`config.mk`:
```
export PLATFORM = sky130hd
export DESIGN_NAME = hazard_forward_unit_flat
export DESIGN_NICKNAME = d
export VERILOG_FILES = /design/src/rtl/hazard_forward_unit_if.sv /design/src/rtl/hazard_forward_unit.sv /design/src/flat_wrapper.sv
export SDC_FILE = /design/constraint.sdc
export NUM_CORES = 1
export LEC_CHECK = 0
export BUFFER_PORTS_ARGS = -buffer_cell sky130_fd_sc_hd__buf_2
export CORE_MARGIN = 5
export CORE_UTILIZATION = 43
export CTS_BUF_LIST = sky130_fd_sc_hd__clkbuf_8
export DETAILED_ROUTE_END_ITERATION = 8
export HOLD_SLACK_MARGIN = 0.03
export PLACE_DENSITY = 0.74
export SYNTH_ARGS = -nofsm -noshare
export SYNTH_HDL_FRONTEND = slang
export SYNTH_SLANG_ARGS = --single-unit
```
`constraint.sdc`:
```
create_clock -name clk -period 2.6 [get_ports clk]
set_clock_uncertainty 0.1 [all_clocks]
set_input_delay 0.52 -clock clk [delete_from_list [all_inputs] [get_ports clk]]
set_output_delay 0.52 -clock clk [all_outputs]
set_load 0.05 [all_outputs]
```
`src/rtl/hazard_forward_unit_if.sv`:
```
// ID-stage hazard/forwarding bundle: destination and source info in, forwarding
// selects, stall and per-stage destinations out.
interface hazard_forward_unit_if;
  logic [4:0] d_wr;
  logic       d_reg_write;
  logic       d_load;
  logic [4:0] d_rs;
  logic [4:0] d_rt;
  logic       d_use_rs;
  logic       d_use_rt;
  logic       flush;
  logic       stall;
  logic [1:0] fwd_a;
  logic [1:0] fwd_b;
  logic [4:0] e_wr;
  logic [4:0] m_wr;
  logic [4:0] w_wr;
  logic       w_reg_write;

  modport master (
    output d_wr, d_reg_write, d_load, d_rs, d_rt, d_use_rs, d_use_rt, flush,
    input  stall, fwd_a, fwd_b, e_wr, m_wr, w_wr, w_reg_write
  );

  modport slave (
    input  d_wr, d_reg_write, d_load, d_rs, d_rt, d_use_rs, d_use_rt, flush,
    output stall, fwd_a, fwd_b, e_wr, m_wr, w_wr, w_reg_write
  );
endinterface

```
`src/rtl/hazard_forward_unit.sv`:
```
// Carries destination register info through EX/MEM/WB and derives operand
// forwarding selects plus the one-cycle load-use stall for the ID stage.
module hazard_forward_unit (
  input  logic                 clk,
  input  logic                 rst,
  hazard_forward_unit_if.slave bus
);

  logic [4:0] e_wr_reg, m_wr_reg, w_wr_reg;
  logic       e_reg_write_reg, m_reg_write_reg, w_reg_write_reg;
  logic       e_load_reg;

  logic [4:0] e_wr_next;
  logic       e_reg_write_next;
  logic       e_load_next;

  logic       e_live, m_live, w_live;
  logic       bubble;

  // $0 is hard-wired zero, so it can never be a forwarding source.
  assign e_live = e_reg_write_reg && (e_wr_reg != 5'd0);
  assign m_live = m_reg_write_reg && (m_wr_reg != 5'd0);
  assign w_live = w_reg_write_reg && (w_wr_reg != 5'd0);

  genvar gi;
  generate
    for (gi = 0; gi < 2; gi++) begin : g_fwd
      logic [4:0] src;
      logic       use_src;
      logic       hit_e;
      logic       hit_m;
      logic       hit_w;
      logic [1:0] sel;

      assign src     = (gi == 0) ? bus.d_rs : bus.d_rt;
      assign use_src = (gi == 0) ? bus.d_use_rs : bus.d_use_rt;
      assign hit_e   = use_src && e_live && (e_wr_reg == src);
      assign hit_m   = use_src && m_live && (m_wr_reg == src);
      assign hit_w   = use_src && w_live && (w_wr_reg == src);

      // A load in E has no result yet; skip it and let older stages match.
      assign sel = (hit_e && !e_load_reg) ? 2'b01 :
                   hit_m                  ? 2'b10 :
                   hit_w                  ? 2'b11 : 2'b00;
    end
  endgenerate

  assign bus.stall = e_load_reg && (g_fwd[0].hit_e || g_fwd[1].hit_e);
  assign bus.fwd_a = g_fwd[0].sel;
  assign bus.fwd_b = g_fwd[1].sel;
  assign bubble    = bus.stall || bus.flush;

  always_comb begin
    e_wr_next        = bus.d_wr;
    e_reg_write_next = bus.d_reg_write;
    e_load_next      = bus.d_load;
    if (bubble) begin
      e_wr_next        = 5'd0;
      e_reg_write_next = 1'b0;
      e_load_next      = 1'b0;
    end
  end

  always_ff @(posedge clk or posedge rst) begin
    if (rst) begin
      e_wr_reg        <= 5'd0;
      e_reg_write_reg <= 1'b0;
      e_load_reg      <= 1'b0;
      m_wr_reg        <= 5'd0;
      m_reg_write_reg <= 1'b0;
      w_wr_reg        <= 5'd0;
      w_reg_write_reg <= 1'b0;
    end else begin
      e_wr_reg        <= e_wr_next;
      e_reg_write_reg <= e_reg_write_next;
      e_load_reg      <= e_load_next;
      m_wr_reg        <= e_wr_reg;
      m_reg_write_reg <= e_reg_write_reg;
      w_wr_reg        <= m_wr_reg;
      w_reg_write_reg <= m_reg_write_reg;
    end
  end

  assign bus.e_wr        = e_wr_reg;
  assign bus.m_wr        = m_wr_reg;
  assign bus.w_wr        = w_wr_reg;
  // Writes to $0 are suppressed at the register file port.
  assign bus.w_reg_write = w_reg_write_reg && (w_wr_reg != 5'd0);

endmodule

```
`src/flat_wrapper.sv`:
```
// flat-port wrapper written by rule: the top's interface ports become plain ports
module hazard_forward_unit_flat 
  (clk, rst, bus_d_wr, bus_d_reg_write, bus_d_load, bus_d_rs, bus_d_rt, bus_d_use_rs, bus_d_use_rt, bus_flush, bus_stall, bus_fwd_a, bus_fwd_b, bus_e_wr, bus_m_wr, bus_w_wr, bus_w_reg_write);
  hazard_forward_unit_if bus_i ();
  input  logic clk;
  input  logic rst;
  input wire logic [$bits(bus_i.d_wr)-1:0] bus_d_wr;
  input wire logic [$bits(bus_i.d_reg_write)-1:0] bus_d_reg_write;
  input wire logic [$bits(bus_i.d_load)-1:0] bus_d_load;
  input wire logic [$bits(bus_i.d_rs)-1:0] bus_d_rs;
  input wire logic [$bits(bus_i.d_rt)-1:0] bus_d_rt;
  input wire logic [$bits(bus_i.d_use_rs)-1:0] bus_d_use_rs;
  input wire logic [$bits(bus_i.d_use_rt)-1:0] bus_d_use_rt;
  input wire logic [$bits(bus_i.flush)-1:0] bus_flush;
  output wire logic [$bits(bus_i.stall)-1:0] bus_stall;
  output wire logic [$bits(bus_i.fwd_a)-1:0] bus_fwd_a;
  output wire logic [$bits(bus_i.fwd_b)-1:0] bus_fwd_b;
  output wire logic [$bits(bus_i.e_wr)-1:0] bus_e_wr;
  output wire logic [$bits(bus_i.m_wr)-1:0] bus_m_wr;
  output wire logic [$bits(bus_i.w_wr)-1:0] bus_w_wr;
  output wire logic [$bits(bus_i.w_reg_write)-1:0] bus_w_reg_write;
  assign bus_i.d_wr = bus_d_wr;
  assign bus_i.d_reg_write = bus_d_reg_write;
  assign bus_i.d_load = bus_d_load;
  assign bus_i.d_rs = bus_d_rs;
  assign bus_i.d_rt = bus_d_rt;
  assign bus_i.d_use_rs = bus_d_use_rs;
  assign bus_i.d_use_rt = bus_d_use_rt;
  assign bus_i.flush = bus_flush;
  assign bus_stall = bus_i.stall;
  assign bus_fwd_a = bus_i.fwd_a;
  assign bus_fwd_b = bus_i.fwd_b;
  assign bus_e_wr = bus_i.e_wr;
  assign bus_m_wr = bus_i.m_wr;
  assign bus_w_wr = bus_i.w_wr;
  assign bus_w_reg_write = bus_i.w_reg_write;
  hazard_forward_unit u_core (.clk(clk), .rst(rst), .bus(bus_i));
endmodule
```
Word level (Yosys, flattened, before mapping)
Index checks and enable logic that the tools add are counted.
{"block": "totals", "register_bits": 19, "inputBits": 22, "out_inout_bits": 21, "wordCells": 46}
{"block": "op_classes", "n_eq_ne": 6, "mux": 9, "n_reduce_logical": 24}
{"operator": "$eq A5 B5 Y1", "count": 6}
{"operator": "$logic_and A1 B1 Y1", "count": 18}
{"operator": "$reduce_bool A5 Y1", "count": 3}
{"operator": "$mux W2", "count": 6}
{"operator": "$mux W5", "count": 1}
{"operator": "$logic_or A1 B1 Y1", "count": 2}
{"operator": "$mux W1", "count": 2}
{"operator": "$logic_not A1 Y1", "count": 1}

Logic depth before layout (Yosys ltp)
Gate-level depths: netlist of the first run.
{"block": "depth", "depth_word": 8, "depth_mapped": 5, "mapped_depth_nobuf": 5}

Worst setup path before layout of the first run
Ideal clock, no wire load.
{"block": "synth_timing", "kind": "reg2out", "from": "reg u_core.e_wr_reg[3] (netlist: u_core.bus.e_wr[3])", "to": "out bus_fwd_a[0]", "arrival_ps": 2568, "required_time_ps": 1980, "setup_slack_ps": -588, "path_stages_with_launch": 5, "n_path_buf": 0, "cell_sequence": "dfrtp_1 xor2_1 nor4_2 nand3_2 o32ai_1"}
{"block": "synth_via", "elab_chain_cells": 6, "elab_cells_between_ends": 7, "classes_between": "eq/ne: 1; mux: 1; reduce/logical: 5"}
{"element": "from (decl)", "line": "hazard_forward_unit.sv:9", "rtl": "logic [4:0] e_wr_reg, m_wr_reg, w_wr_reg;"}
{"element": "from (signal assigned)", "line": "hazard_forward_unit.sv:74", "rtl": "e_wr_reg <= e_wr_next;"}
{"element": "$reduce_bool A5 Y1", "line": "hazard_forward_unit.sv:21", "rtl": "assign e_live = e_reg_write_reg && (e_wr_reg != 5'd0);"}
{"element": "$logic_and A1 B1 Y1", "line": "hazard_forward_unit.sv:21"}
{"element": "$logic_and A1 B1 Y1", "line": "hazard_forward_unit.sv:37", "rtl": "assign hit_e = use_src && e_live && (e_wr_reg == src);"}
{"element": "$logic_and A1 B1 Y1 *", "line": "hazard_forward_unit.sv:37"}
{"element": "$logic_and A1 B1 Y1 *", "line": "hazard_forward_unit.sv:42", "rtl": "assign sel = (hit_e && !e_load_reg) ? 2'b01 :"}
{"element": "$mux W2 *", "line": "hazard_forward_unit.sv:42"}
{"element": "to (decl)", "line": "flat_wrapper.sv:16", "rtl": "output wire logic [$bits(bus_i.fwd_a)-1:0] bus_fwd_a;"}
Mark *: on every way between the ends. The rest lies on a longest branch, timed or not.

Final worst setup path of the first run
{"block": "layout_timing", "from": "reg u_core.w_wr_reg[4] (netlist: u_core.bus.w_wr[4])", "to": "out bus_fwd_b[0]"}
{"block": "layout_via", "elab_chain_cells": 7, "elab_cells_between_ends": 8, "classes_between": "eq/ne: 1; mux: 3; reduce/logical: 4"}
{"element": "from (decl)", "line": "hazard_forward_unit.sv:9"}
{"element": "from (signal assigned)", "line": "hazard_forward_unit.sv:79", "rtl": "w_wr_reg <= m_wr_reg;"}
{"element": "$reduce_bool A5 Y1", "line": "hazard_forward_unit.sv:23", "rtl": "assign w_live = w_reg_write_reg && (w_wr_reg != 5'd0);"}
{"element": "$logic_and A1 B1 Y1", "line": "hazard_forward_unit.sv:23"}
{"element": "$logic_and A1 B1 Y1", "line": "hazard_forward_unit.sv:39", "rtl": "assign hit_w = use_src && w_live && (w_wr_reg == src);"}
{"element": "$logic_and A1 B1 Y1 *", "line": "hazard_forward_unit.sv:39"}
{"element": "$mux W2 *", "line": "hazard_forward_unit.sv:44", "rtl": "hit_w ? 2'b11 : 2'b00;"}
{"element": "$mux W2 *", "line": "hazard_forward_unit.sv:43", "rtl": "hit_m ? 2'b10 :"}
{"element": "$mux W2 *", "line": "hazard_forward_unit.sv:42"}
{"element": "to (decl)", "line": "flat_wrapper.sv:17", "rtl": "output wire logic [$bits(bus_i.fwd_b)-1:0] bus_fwd_b;"}
Marked as above.

==> impl_metrics.yaml, run 1 <==
routing:
  dr.pass1.iters: 4
  viasPerCell: 5.25
  drc: 0
  antenna_left: 0
  wirelength_um: 2670
  drtIter0Drc: 19
  routedWlPerCell_um: 16.2
  dr_total_vias: 867
placement:
  gp_congestion: 1.00
  portBuffers: 42
  dp_cells: 158
  dp_hpwl_um: 2050
  preCtsSetupSlack_ns: 0.0572
synthesis:
  synth_most_common_cell: "xor2_1"
  synth_commonest_cells: "24 x xor2_1, 19 x dfrtp_1, 7 x nor3b_1"
  async_flop_share_pct: 100
  syn-instance-count: 85
  yosysTopAreaCellShare_pct: 46.4
  synthesis.nets: 107
  synthMuxAreaShare_pct: 0
  synth_edf_count: 0
  synth.ff_latch_count: 19
  synth_warnings: 0
  synthAdderAreaFrac_pct: 0
  synth-simple-area-share_pct: 17.9
  synth_xor_xnor_area_share_pct: 25.6
  ys.flop_type: "dfrtp_1"
  avgSynthCellArea_um2: 12.1
  synth-compound-area-share_pct: 9.28
  yosysSeqAreaShare_pct: 46.4
  synthesis.area_um2: 1020
  synth_largest_area_cell: "dfrtp_1"
  synthTopCellsByArea: "dfrtp_1 46%, xor2_1 21%, nor3b_1 5.1%"
  synth_top_family_by_area: "XOR/XNOR gates"
  yosysUniqueCellTypes: 20
clock_tree:
  clk_path_buf_depth: 2
  htreeDepth: 1
  clk_pin_slew_ns: 0.07
  ctsHoldBuffers: 0
  cts_buffers: 3
  cts_tree: "built"
  clk_latency_ns: 0.26
  clkSinkCount: 19
  cts_root_buffer: "clkbuf_8"
cells_and_area:
  seq_area_um2: 479
  layout-drive-gt1-share_pct: 50.4
  multi_input_area_um2: 593
  n_antenna_cell: 0
  nFillCells: 181
  syn_to_final_growth_pct: 41.5
  instances_no_fill: 165
  nets: 160
sta:
  min_period_ns: 2.55
  maxSlewHeadroom_pct: 53.5
  hold_violations: 0
  fin_ws_ns: 0.0488
  tightest_slew_ns: 0.696
  setup_viol: 0
  drv_slew: 0
  max_freq_mhz: 392
  finalCritPeriodShare_pct: 98.1
  rsz0062_at_grt: "true"
floorplan:
  core_area_um2: 2230
  die_h_um: 58.8
  initial_core_util_pct: 45.9
  ioPinCount: 43
  dieWidth_um: 58.8
  die_area_um2: 3460
  row_count: 17
grt:
  grt_max_degree: 20
  track_usage_pct: 15.9
  grt_pass1_wl_um: 4080
  grt_pass1_vias: 852
  grt_overflow: 0
  grt_antenna_before_repair: 0
min_path:
  hp-class: "in2async"
critical_path:
  path_cells: "or4_1 > o21a_2 > nand4_1 > buf_4 > o32ai_4 > buf_6"
  cp_top_family: "simple AND/OR/NAND/NOR gates"
  start_kind: "register"
  critPathBufInv: 2
  critical_path_required_ns: 1.98
  cp_slowest_stage_delay_ns: 0.51
  path_max_fanout: 4
  worst-setup-path-type: "reg2out"
  cp.arrival_ns: 1.93
  crit_path_end_kind: "primary output"
  critPathSlowestCell: "or4_1"
pwr:
  vdd_drop_max_mv: 0.426
  p_per_area_nw_per_um2: 490
  leakage_nw: 0.678
run_status:
  status: "completed"
job:
  max_cap_viol_count: 0
area by class of cell:
cell class	instances	share of cell area, %
multi-input cells	64	40.9
flip-flops and latches	19	33.0
repair buffers	48	19.8
clock buffers	3	2.85
well taps	28	2.42
clock inverters	1	0.518
inverters	2	0.518
worst paths after layout:
path,start,to,slack [ns],depth (start not counted)
max reg2reg,u_core.bus.e_wr[4]$_DFF_PP0_,u_core.e_load_reg$_DFF_PP0_,0.68,5
min in group clk,u_core.m_reg_write_reg$_DFF_PP0_,u_core.w_reg_write_reg$_DFF_PP0_,0.30,0
max in group asynchronous,rst,u_core.bus.e_wr[3]$_DFF_PP0_,1.65,2
min reg2reg,u_core.m_reg_write_reg$_DFF_PP0_,u_core.w_reg_write_reg$_DFF_PP0_,0.30,0
min,rst,u_core.bus.e_wr[2]$_DFF_PP0_,0.26,2
max,u_core.bus.w_wr[4]$_DFF_PP0_,bus_fwd_b[0],0.05,6
what timing repair did:
item,CTS,global route
setup buffers,0,3
pin swaps,1,6
resized for setup,6,10
endpoints found under the setup margin,5,5
kinds of logic after synthesis:
logic type | count (synthesis)
AOI/OAI and AO/OA | 10
xor gates and xnor gates | 30
buffers and inverters | 2
DFF | 19
and+or+nand+nor | 24
cells in the final DEF (no fill, tap or decap), types with 2 or more instances in the layout:
master    count
buf_2        37
xor2_1       23
dfrtp_1      16
nor3b_1       7
buf_4         7
xnor2_1       6
or4_1         3
nor4_2        3
clkbuf_8      3
buf_6         3
dfrtp_2       3
nand3_2       2
nor4_1        2
nand4_1       2
nand3_1       2
nor2_1        2
inv_1         2
o21ai_1       2
report_power, final:
| group | internal (mW) | switching (mW) |
|---|---|---|
| Clock | 0.108 | 0.0978 |
| Combinational | 0.0594 | 0.110 |
| Sequential | 0.311 | 0.0233 |
per-stage QoR:
stage / instance area (µm²) / setup TNS (ns) / hold slack [ns] / utilization (%) / total power [mW]
after floorplan: 1050 / -0.0123 / 0.251 / - / 0.444
after global placement: 1320 / 0 / 0.256 / 59.2 / 0.500
after detailed placement: 1320 / 0 / 0.259 / 59.2 / 0.502
after CTS: 1390 / -0.00254 / 0.282 / 62.2 / 0.713
after global routing: 1450 / -0.0417 / 0.307 / 64.9 / 0.739
final: 1450 / 0 / 0.261 / 64.9 / 0.710
layer usage:
metal | share of wire [%] | GRT usage [%] | vias to the layer above
li1 | - | - | 406
met1 | 44 | 20.7 | 416
met2 | 45 | 25.1 | 39
met3 | 9.3 | 3.51 | 6
met4 | 2.0 | 7.12 | 0
met5 | 0 | 0 | -
(Power assumes the default switching activity.)
==> inputs of run 2 (changes only) <==
==> constraint.sdc (replaced) <==
create_clock -name clk -period 2.6 [get_ports clk]
set_clock_uncertainty 0.1 [all_clocks]
set_input_delay 0.52 -clock clk [delete_from_list [all_inputs] [get_ports clk]]
set_output_delay 0.52 -clock clk [all_outputs]
set_load 0.01 [all_outputs]
==> impl_metrics.yaml, run 2 (same netlist as run 1, synthesis figures left out) <==
grt:
  grt_overflow: 0
  grt_max_degree: 20
  grt_antenna_before_repair: 0
  grt_pass1_vias: 873
  track_usage_pct: 15.2
  grt_pass1_wl_um: 3970
critical_path:
  path_cells: "or4_1 > o21a_1 > nand4_1 > o21ai_1 > o31a_2 > buf_2"
  start_kind: "register"
  regToRegSetupSlack_ns: 0.73
  critical_path_required_ns: 1.98
  cp_top_family: "simple AND/OR/NAND/NOR gates"
  critPathSlowestCell: "or4_1"
  crit_path_end_kind: "primary output"
  path_max_fanout: 4
  cp_slowest_stage_delay_ns: 0.53
  critPathBufInv: 1
  worst-setup-path-type: "reg2out"
  cp.arrival_ns: 1.89
pwr:
  vdd_drop_max_mv: 0.390
  p_per_area_nw_per_um2: 488
  leakage_nw: 0.648
  report.power.total_mw: 0.652
job:
  max_cap_viol_count: 0
floorplan:
  ioPinCount: 43
  die_h_um: 58.8
  dieWidth_um: 58.8
  initial_core_util_pct: 45.9
  core_area_um2: 2230
  die_area_um2: 3460
  row_count: 17
clock_tree:
  clk_path_buf_depth: 2
  post_cts_buffers: 0
  cts_tree: "built"
  htreeDepth: 1
  ctsHoldBuffers: 0
  clkSinkCount: 19
  cts_root_buffer: "clkbuf_8"
  post_cts_resized: 0
  cts_buffers: 3
  clk_pin_slew_ns: 0.07
  clk_latency_ns: 0.25
cells_and_area:
  fin_util_pct: 59.8
  final_cell_mix: "42 x buf_2, 24 x xor2_1, 19 x dfrtp_1, 7 x nor3b_1, 6 x xnor2_1"
  n_antenna_cell: 0
  syn_to_final_growth_pct: 30.4
  final_area_um2: 1340
  layout_commonest_cell: "buf_2"
  layout-drive-gt1-share_pct: 42.4
  instances_no_fill: 160
  nets: 155
min_path:
  hp-class: "in2async"
sta:
  finalCritPeriodShare_pct: 96.7
  maxSlewHeadroom_pct: 55.5
  setup_viol: 0
  max_freq_mhz: 398
  min_period_ns: 2.51
  hold_violations: 0
  holdWs_ns: 0.256
  tightest_slew_ns: 0.667
  tns_ns: 0
  fin_ws_ns: 0.0853
  drv_slew: 0
  rsz0062_at_grt: "false"
placement:
  gp_congestion: 0.886
  place_area_um2: 1280
  preCtsSetupSlack_ns: 0.189
  dp_cells: 156
  portBuffers: 42
  dp_hpwl_um: 2050
routing:
  dr.pass1.iters: 4
  drc: 0
  wirelength_um: 2520
  antenna_left: 0
  drtIter0Drc: 15
  viasPerCell: 5.24
  routedWlPerCell_um: 15.7
  dr_total_vias: 838
run_status:
  status: "completed"
==> run 2: changes by cell type in the layout (fill, tap and decap cells not counted), moves of 2 or more <==
cell and delta:
buf_6 -3, dfrtp_1 +3, buf_4 -6, o32ai_1 +2
dfrtp_2 -3, buf_2 +5
==> run 2: worst reg2reg max path, cell delays in order (launching register included) <==
cell	delay, ns
dfrtp_1	0.45
or4_1	0.60
o21ai_4	0.23
a211oi_4	0.06
buf_4	0.16
nor3b_1	0.20
==> run 2: area by class of cell <==
type                       instances  area [µm²]
multi-input combinational         64         552
timing repair buffer              43         218
fill                             196         897
clock inverter                     1        7.51
tap                               28        35.0
clock buffer                       3        41.3
sequential                        19         475
inverter                           2        7.51
==> run 2: path summary, 6_finish.rpt <==
| path | start | endpoint | cells after the start |
|---|---|---|---|
| max in group asynchronous | rst | u_core.bus.m_wr[1]$_DFF_PP0_ | 2 |
| max | u_core.bus.w_wr[0]$_DFF_PP0_ | bus_fwd_b[1] | 6 |
| max reg2reg | u_core.bus.e_wr[4]$_DFF_PP0_ | u_core.bus.e_wr[0]$_DFF_PP0_ | 5 |
| min in group clk | u_core.m_reg_write_reg$_DFF_PP0_ | u_core.w_reg_write_reg$_DFF_PP0_ | 0 |
| min | rst | u_core.e_load_reg$_DFF_PP0_ | 2 |
| min reg2reg | u_core.m_reg_write_reg$_DFF_PP0_ | u_core.w_reg_write_reg$_DFF_PP0_ | 0 |
==> run 2: report_power, final <==
| group | switching, mW | total [mW] | internal [mW] |
|---|---|---|---|
| Sequential | 0.0241 | 0.335 | 0.311 |
| Clock | 0.0936 | 0.201 | 0.108 |
| Combinational | 0.0626 | 0.116 | 0.0533 |
==> run 2: per-layer routing <==
metal | vias up | share of wire [%] | global-route usage (%)
met5 | - | 0 | 0
li1 | 399 | - | -
met2 | 37 | 49 | 26.3
met3 | 6 | 9.7 | 3.07
met1 | 396 | 39 | 17.8
met4 | 0 | 2.0 | 7.12
